--- config.mk ---
export PLATFORM = sky130hd
export DESIGN_NAME = deser_lock_ctrl
export DESIGN_NICKNAME = d
export VERILOG_FILES = /design/src/rtl/deser_lock_pkg.sv /design/src/rtl/deser_lock_window.sv /design/src/rtl/deser_lock_ctrl.sv
export SDC_FILE = /design/constraint.sdc
export NUM_CORES = 1
export LEC_CHECK = 0
export CORE_MARGIN = 3
export CORE_UTILIZATION = 50
export DETAILED_ROUTE_END_ITERATION = 16
export GPL_ROUTABILITY_DRIVEN = 0
export HOLD_SLACK_MARGIN = 0.05
export MAX_ROUTING_LAYER = met4
export PLACE_DENSITY_LB_ADDON = 0.15
export SYNTH_ARGS = -nofsm -noshare
export SYNTH_HDL_FRONTEND = slang
export SYNTH_SLANG_ARGS = --single-unit
--- constraint.sdc ---
create_clock -name clk400 -period 6.48 [get_ports clk400]
set_clock_uncertainty 0.2 [all_clocks]
set_input_delay 1.296 -clock clk400 [delete_from_list [all_inputs] [get_ports clk400]]
set_output_delay 1.296 -clock clk400 [all_outputs]
set_load 0.005 [all_outputs]
--- src/rtl/deser_lock_pkg.sv ---
// Shared types and helpers for the deser400 lane lock controller.
// Optional error totaliser: define DESER_LOCK_ERRCNT_EN.
package deser_lock_pkg;

  typedef enum logic [2:0] {
    ST_IDLE,
    ST_RST,
    ST_SETTLE,
    ST_ACQ,
    ST_LOCKED
  } state_t;

  localparam int DEF_NPHASE     = 4;
  localparam int DEF_PHASE_W    = 2;
  localparam int DEF_RST_LEN    = 4;
  localparam int DEF_SETTLE     = 16;
  localparam int DEF_WINDOW     = 256;
  localparam int DEF_UNLOCK_ERR = 4;

  function automatic logic [15:0] sat_inc16(
    input logic [15:0] v
  );
    return (v == 16'hFFFF) ? v : v + 16'd1;
  endfunction

endpackage

--- src/rtl/deser_lock_window.sv ---
// Frame/error window counter: rolls over every WINDOW frames and
// flags when the in-window error count reaches UNLOCK_ERR.
module deser_lock_window
  import deser_lock_pkg::*;
#(
  parameter int WINDOW     = DEF_WINDOW,
  parameter int UNLOCK_ERR = DEF_UNLOCK_ERR
) (
  input  logic clk400,
  input  logic reset,
  input  logic clr,
  input  logic en,
  input  logic frame_sync,
  input  logic frame_err,
  output logic win_done,
  output logic err_hit
);

  logic [15:0] frm_cnt;
  logic [15:0] err_cnt;
  logic [15:0] err_next;

  // An error on the closing frame still belongs to the closing window.
  always_comb begin
    err_next = frame_err ? sat_inc16(err_cnt) : err_cnt;
    win_done = en && frame_sync &&
               (frm_cnt == 16'(WINDOW - 1));
    err_hit  = en && frame_err &&
               (err_next >= 16'(UNLOCK_ERR));
  end

  always_ff @(posedge clk400 or posedge reset) begin
    if (reset) begin
      frm_cnt <= '0;
      err_cnt <= '0;
    end else if (clr || win_done) begin
      frm_cnt <= '0;
      err_cnt <= '0;
    end else if (en) begin
      frm_cnt <= frm_cnt + {15'd0, frame_sync};
      err_cnt <= err_next;
    end
  end

endmodule

--- src/rtl/deser_lock_ctrl.sv ---
// Phase-hunt and lock controller for one deser400 lane.
// Optional err_total counter: define DESER_LOCK_ERRCNT_EN.
module deser_lock_ctrl
  import deser_lock_pkg::*;
#(
  parameter int NPHASE     = DEF_NPHASE,
  parameter int PHASE_W    = DEF_PHASE_W,
  parameter int RST_LEN    = DEF_RST_LEN,
  parameter int SETTLE     = DEF_SETTLE,
  parameter int WINDOW     = DEF_WINDOW,
  parameter int UNLOCK_ERR = DEF_UNLOCK_ERR
) (
  input  logic               clk400,
  input  logic               reset,
  input  logic               start,
  input  logic               frame_sync,
  input  logic               frame_err,
  output logic               det_reset,
  output logic               det_enable,
  output logic [PHASE_W-1:0] phase_sel,
  output logic               locked,
  output logic               lock_lost,
  output logic               sweep_fail,
  output logic [15:0]        err_total,
  input  logic               err_clr
);

  state_t             state;
  logic [7:0]         cnt;
  logic [4:0]         sweep_cnt;
  logic [4:0]         sweep_nxt;
  logic [PHASE_W-1:0] phase_nxt;
  logic               in_run;
  logic               win_clr;
  logic               win_done;
  logic               err_hit;

  assign in_run    = (state == ST_ACQ) ||
                     (state == ST_LOCKED);
  assign win_clr   = !start || !in_run;
  assign sweep_nxt = sweep_cnt + 5'd1;
  assign phase_nxt =
    (phase_sel == PHASE_W'(NPHASE - 1)) ?
    '0 : phase_sel + 1'b1;

  deser_lock_window #(
    .WINDOW     (WINDOW),
    .UNLOCK_ERR (UNLOCK_ERR)
  ) u_win (
    .clk400     (clk400),
    .reset      (reset),
    .clr        (win_clr),
    .en         (in_run),
    .frame_sync (frame_sync),
    .frame_err  (frame_err),
    .win_done   (win_done),
    .err_hit    (err_hit)
  );

  always_ff @(posedge clk400 or posedge reset) begin
    if (reset) begin
      state      <= ST_IDLE;
      cnt        <= '0;
      sweep_cnt  <= '0;
      phase_sel  <= '0;
      det_reset  <= 1'b1;
      det_enable <= 1'b0;
      locked     <= 1'b0;
      lock_lost  <= 1'b0;
      sweep_fail <= 1'b0;
    end else begin
      lock_lost  <= 1'b0;
      sweep_fail <= 1'b0;
      if (!start) begin
        state      <= ST_IDLE;
        cnt        <= '0;
        sweep_cnt  <= '0;
        det_reset  <= 1'b0;
        det_enable <= 1'b0;
        locked     <= 1'b0;
      end else begin
        unique case (state)
          ST_IDLE: begin
            state      <= ST_RST;
            cnt        <= '0;
            det_reset  <= 1'b1;
            det_enable <= 1'b0;
          end
          ST_RST: begin
            if (cnt == 8'(RST_LEN - 1)) begin
              state      <= ST_SETTLE;
              cnt        <= '0;
              det_reset  <= 1'b0;
              det_enable <= 1'b1;
            end else begin
              cnt <= cnt + 8'd1;
            end
          end
          ST_SETTLE: begin
            if (cnt == 8'(SETTLE - 1)) begin
              state <= ST_ACQ;
              cnt   <= '0;
            end else begin
              cnt <= cnt + 8'd1;
            end
          end
          ST_ACQ: begin
            // A failing error beats a window-closing frame.
            if (frame_err) begin
              state      <= ST_RST;
              cnt        <= '0;
              det_reset  <= 1'b1;
              det_enable <= 1'b0;
              phase_sel  <= phase_nxt;
              if (sweep_nxt == 5'(NPHASE)) begin
                sweep_cnt  <= '0;
                sweep_fail <= 1'b1;
              end else begin
                sweep_cnt <= sweep_nxt;
              end
            end else if (win_done) begin
              state     <= ST_LOCKED;
              locked    <= 1'b1;
              sweep_cnt <= '0;
            end
          end
          ST_LOCKED: begin
            if (err_hit) begin
              state      <= ST_RST;
              cnt        <= '0;
              det_reset  <= 1'b1;
              det_enable <= 1'b0;
              locked     <= 1'b0;
              lock_lost  <= 1'b1;
              phase_sel  <= phase_nxt;
            end
          end
          default: state <= ST_IDLE;
        endcase
      end
    end
  end

`ifdef DESER_LOCK_ERRCNT_EN
  always_ff @(posedge clk400 or posedge reset) begin
    if (reset)
      err_total <= '0;
    else if (err_clr)
      err_total <= '0;
    else if (in_run && frame_err)
      err_total <= sat_inc16(err_total);
  end
`else
  logic unused_err_clr;
  assign unused_err_clr = err_clr;
  assign err_total      = 16'd0;
`endif

endmodule
# Word level (Yosys, flattened, before mapping)
# Index checks and enable logic that the tools add are counted.
[op_classes] addsub=5 order_cmp=1 n_eq_ne=24 mux=49 reduce_logical=18
[ops] cell="two-way mux 16 bit" n=6
[ops] cell="two-way mux 8 bit" n=5
[ops] cell="case mux 8 bit (5 select lines)" n=1
[ops] cell="two-way mux 5 bit" n=5
[ops] cell="two-way mux 1 bit" n=18
[ops] cell="two-way mux 3 bit" n=6
[ops] cell="adder 16 x 1 -> 16 bit" n=1
[ops] cell="adder 16 x 1 -> 16 bit, second input constant" n=1
[ops] cell="== test 16 bit, second input constant" n=1
[ops] cell="== test 16 x 8 -> 1 bit, second input constant" n=1
[ops] cell="greater-or-equal comparator 16 x 3 -> 1 bit, second input constant" n=1
[ops] cell="AND reduction 4 bit" n=4
[ops] cell="inequality test 3 bit, second input constant" n=5
[ops] cell="case mux 3 bit (5 select lines)" n=1
[ops] cell="adder 8 x 1 -> 8 bit, second input constant" n=1
[ops] cell="== test 8 x 2 -> 1 bit, second input constant" n=1
[ops] cell="== test 8 x 4 -> 1 bit, second input constant" n=1
[ops] cell="case mux 1 bit (4 select lines)" n=2
[ops] cell="== test 3 x 2 -> 1 bit, second input constant" n=2
[ops] cell="two-way mux 2 bit" n=3
[ops] cell="inequality test 3 x 1 -> 1 bit, second input constant" n=2
[ops] cell="inequality test 6 x 1 -> 1 bit, second input constant" n=1
[ops] cell="adder 5 x 1 -> 5 bit, second input constant" n=1
[ops] cell="== test 5 x 3 -> 1 bit, second input constant" n=1
[ops] cell="18 further kinds" n=26
[word_totals] reg_bits=55 inputBits=6 output_inout_bits=23 wordCells=108

# Depth between registers and ports, before layout
[depth] ltp_word=8 depth_mapped=9 ltp_nobuf=9

# Hierarchy
# Synthesis repeated with hierarchy kept, for this count alone.
[unflattened] cells_unflattened=378 hier_area_um2=3497.1
[by_module_without_submodules] module="deser_lock_window" instances=1 cells_each=221 area_each_um2=2031.9 seq_area_each_um2=800.8
[by_module_without_submodules] module="deser_lock_ctrl" instances=1 cells_each=157 area_each_um2=1465.2 seq_area_each_um2=576.8

# Worst setup path after synthesis
# No wires, ideal clock.
[synth_timing] path_type="input -> register" startpoint="input frame_err" endpoint="register phase_sel[1]" setup_ns=0.125 arrival_ns=3.282 t_required_ns=6.155 path_slack_ns=2.873 cell_stages=9 path_buffers=1 cell_sequence="clkbuf_1 > nand4_1 > nor4_1 > mux2i_1 > o2111ai_1 > nor4_2 > o21ai_0 > nand3_1 > mux2_2"
[synth_via] elab_chain_cells=5 word_cells_on_any_way=7 classes_between="order compare (1); eq/ne (2); mux (1); reduce/logical (3)"
[synth_rtl] element="from (decl)" line="deser_lock_ctrl.sv:17" rtl="input logic frame_err,"
[synth_rtl] element="two-way mux 16 bit" line="deser_lock_window.sv:25" rtl="err_next = frame_err ? sat_inc16(err_cnt) : err_cnt;"
[synth_rtl] element="greater-or-equal comparator 16 x 3 -> 1 bit" line="deser_lock_window.sv:29" rtl="(err_next >= 16'(UNLOCK_ERR));"
[synth_rtl] element="logical AND 1 bit" line="deser_lock_window.sv:28" rtl="err_hit = en && frame_err &&"
[synth_rtl] element="inequality test 2 bit (no line)"
[synth_rtl] element="AND reduction 4 bit (no line) (*)"
[synth_rtl] element="to (signal assigned)" line="deser_lock_ctrl.sv:114" rtl="phase_sel <= phase_nxt;"
[synth_rtl] element="to (signal assigned)" line="deser_lock_ctrl.sv:135" rtl="phase_sel <= phase_nxt;"
[synth_rtl] element="to (decl)" line="deser_lock_ctrl.sv:20" rtl="output logic [PHASE_W-1:0] phase_sel,"
# Mark *: on every way between the ends. The rest lies on a longest branch, timed or not.
# A chain may end at the register's enable or synchronous reset.

# Final worst setup path
# Ends and elaborated chain as after synthesis.

==> results.sh <==
export IMPL_p_total_w=0.0007501
export IMPL_grt_max_degree=56
export IMPL_ctsHtreeMaxLevel=2
export IMPL_ys_types=58
export IMPL_postRouteAntennaNets=0
export IMPL_ys_flop_type="dfrtp_1"
export IMPL_cp_startpoint="frame_err"
export IMPL_synthAdderAreaFrac_pct=2.230
export IMPL_cts_reportedPaths_clkPinSlew_ps=100
export IMPL_antenna_found_initial=0
export IMPL_worst_pin_slew_ps=1201
export IMPL_routedWlPerCell_um=14.26
export IMPL_async_flop_share_pct=100.0
export IMPL_rsz0062_at_grt="false"
export IMPL_fin_crit_ps=4444
export IMPL_grt_pass1_wl_um=11240
export IMPL_insertion_delay_ps=310
export IMPL_synth_mux_area_fraction_pct=1.524
export IMPL_core_area_mm2=0.006422
export IMPL_io_pin_count=29
export IMPL_grt_overflow=0
export IMPL_peakVddDrop_mv=0.09710
export IMPL_clock_path_buffers=2
export IMPL_cts_hold_buf=0
export IMPL_hp_class="flip-flop to flip-flop"
export IMPL_numCtsBuffers=5
export IMPL_synth_simple_area_share_pct=28.13
export IMPL_netlist_instances=381
export IMPL_vias_per_cell=5.739
export IMPL_postSynthAreaPerCell_um2=8.837
export IMPL_cts_root_buf="clkbuf_8"
export IMPL_r2r_start="cnt[0]$_DFFE_PP0P_"
export IMPL_num_vias=2634
export IMPL_track_usage_pct=18.70
export IMPL_die_w_um=88.06
export IMPL_drt_iter0_drc=132
export IMPL_clock_sinks=55
export IMPL_timing_final_crit_share_pct=68.58
export IMPL_arrival_ps=4450
export IMPL_drive_gt1_share_pct=6.806
export IMPL_end_kind="flip-flop"
export IMPL_dr_pass1_iters=4
export IMPL_cts_tree="built"
export IMPL_multi_input_area_mm2=0.001785
export IMPL_synth_ff_latch_count=55
export IMPL_synth_compound_area_share_pct=12.86
export IMPL_power_leakage_nw=1.406
export IMPL_dp_hpwl_um=4390
export IMPL_drc=0
export IMPL_initial_utilization_pct=52.43
export IMPL_die_height_um=88.06
export IMPL_cp_data_required_time_ps=6490
export IMPL_wirelength_um=6546
export IMPL_status="finished, final reports clean"
export IMPL_rows=29
export IMPL_yosysWarnings=0
export IMPL_regArea_mm2=0.001378
export IMPL_finalSetupViolCount=0
export IMPL_cp_max_fo=17
export IMPL_startpoint_type="input port"
export IMPL_cap_violations=0
export IMPL_synth_top_family_by_area="simple AND/OR/NAND/NOR gates"
export IMPL_slew_headroom_pct=19.07
export IMPL_antenna_cells=0
export IMPL_synth_edf_count=0
export IMPL_post_cts_resize_count=0
export IMPL_setup_tns_final_ps=0
export IMPL_grt_pass1_vias=2390
export IMPL_max_freq_mhz=225.0
export IMPL_area_growth_pct=5.797
export IMPL_nets=393
export IMPL_fillerInstances=584
export IMPL_seq_area_frac_synth_pct=40.91
export IMPL_io_buffers=11
export IMPL_synthXorXnorAreaFrac_pct=6.503
export IMPL_die_area_mm2=0.007755
export IMPL_worstSetupPathType="input port to flip-flop"
export IMPL_hp_start="det_reset$_DFFE_PP1P_"
export IMPL_cts_setup_buffers=0
export IMPL_hold_viol=0
export IMPL_slew_viol_final=0
export IMPL_synth_area_mm2=0.003367
export IMPL_powerDensity_mw_per_mm2=210.6
-- critical path, cell delays in order --
cell and delay (ps):
clkdlybuf4s50_1 900, nand4_1 370, nor3_1 280, mux2i_1 300
o2111ai_1 210, nor4_2 410, o21ai_0 180, nand3_1 140
mux2_2 350
-- cell type report --
| class | instances | share of cell area [%] |
|---|---|---|
| clock buffer | 6 | 2.037 |
| sequential | 55 | 38.67 |
| clock inverter | 2 | 1.686 |
| timing repair buffer | 13 | 3.512 |
| inverter | 12 | 1.264 |
| multi-input combinational | 294 | 50.12 |
| tap | 77 | 2.705 |
-- flip-flops by register name, summed over array words and instances, names as in the netlist --
register / count
cnt: 8
sweep_fail: 1
det_enable: 1
u_win.err_cnt: 16
u_win.frm_cnt: 16
lock_lost: 1
det_reset: 1
state: 3
sweep_cnt: 5
phase_sel: 2
locked: 1
-- metal layers --
layer / up-vias / wire length, um / GRT usage (%)
li1: 1312 / - / -
met1: 1264 / 3190 / 25.21
met2: 52 / 3057 / 28.49
met3: 6 / 227 / 3.104
met4: 0 / 71 / 6.593
met5: - / 0 / -
-- path summary, 6_finish.rpt --
check	to	slack, ps	cells past startpoint
worst max register to register	state[0]$_DFFE_PP0P_	2920	9
worst min register to register	det_reset$_DFFE_PP1P_	290	2
worst min-delay path	det_reset$_DFFE_PP1P_	290	2
worst max-delay path	phase_sel[1]$_DFFE_PP0P_	2040	9
min in group asynchronous	u_win.frm_cnt[13]$_DFFE_PP0P_	1290	3
max in group asynchronous	state[0]$_DFFE_PP0P_	4350	3
-- placed cells by master (no fill, tap or decap), types with 2 or more instances in the layout --
master / synthesis / routed
dfrtp_1: 54 / 54
nor2_1: 51 / 51
nand2_1: 27 / 27
nand3_1: 25 / 25
o21ai_0: 25 / 25
conb_1: 1 / 16
xor2_1: 14 / 14
nor3_1: 13 / 13
nand4_1: 12 / 12
inv_1: 12 / 11
xnor2_1: 11 / 11
clkdlybuf4s50_1: 0 / 11
a21oi_1: 7 / 7
nor2b_1: 7 / 7
nand2b_1: 7 / 7
ha_1: 6 / 6
nor4_1: 5 / 5
or3_1: 5 / 5
o21ai_1: 5 / 5
clkbuf_8: 0 / 5
nor4_2: 4 / 4
o31ai_1: 4 / 4
mux2i_1: 4 / 4
and2_1: 3 / 3
nor3b_1: 3 / 3
and3_1: 3 / 3
nand3b_1: 3 / 3
and4_1: 3 / 3
o2111ai_1: 2 / 2
a211oi_1: 2 / 2
o22ai_1: 2 / 2
a22o_1: 2 / 2
bufinv_16: 0 / 2
buf_4: 19 / 2
-- cell families after synthesis --
kind of cell	after synthesis
AO/OA/AOI/OAI	64
XOR/XNOR	25
adder cells (fa/ha/maj)	6
buffers and inverters	47
flip-flops	55
multiplexers	5
other	1
AND/OR/NAND/NOR	178
-- per-stage QoR --
| stage | worst slack (ps) | instances | util [%] | instance area (um2) | hold WS [ps] |
|---|---|---|---|---|---|
| 6_report | 2036 | 459 | 55.46 | 3562 | 285.5 |
| 5_1_grt | 1701 | 459 | 55.46 | 3562 | 307.1 |
| 4_1_cts | 2063 | 459 | 55.46 | 3562 | 291.4 |
| 3_3_place_gp | 1728 | 451 | 53.40 | 3430 | 267.2 |
| 3_5_place_dp | 1723 | 451 | 53.40 | 3430 | 273.1 |
| 2_1_floorplan | 2873 | 396 | - | 3423 | 238.6 |
-- synth_stat cells, types with 4 or more instances --
cell	count	area, um2
ha_1	6	75.07
xnor2_1	11	96.34
nor4_1	5	31.28
nor3_1	13	65.06
nand3_1	25	125.1
buf_4	19	142.6
o21ai_1	5	25.02
nand4_1	12	75.07
nor4_2	4	50.05
o21ai_0	25	125.1
xor2_1	14	122.6
nor2_1	51	191.4
mux2i_1	4	40.04
inv_1	12	45.04
buf_2	4	20.02
nand2_1	27	101.4
or3_1	5	31.28
dfrtp_1	54	1351
nor2b_1	7	43.79
a21oi_1	7	35.03
nand2b_1	7	43.79
clkbuf_1	11	41.29
o31ai_1	4	30.03
-- where the power goes --
| group | leakage [nW] | internal (W) | switching [W] |
|---|---|---|---|
| Combinational | 0.582 | 0.0000475 | 0.0000530 |
| Clock | 0.0654 | 0.000155 | 0.000117 |
| Sequential | 0.759 | 0.000359 | 0.0000186 |
| Total | 1.41 | 0.000561 | 0.000189 |
(Power assumes the default switching activity.)
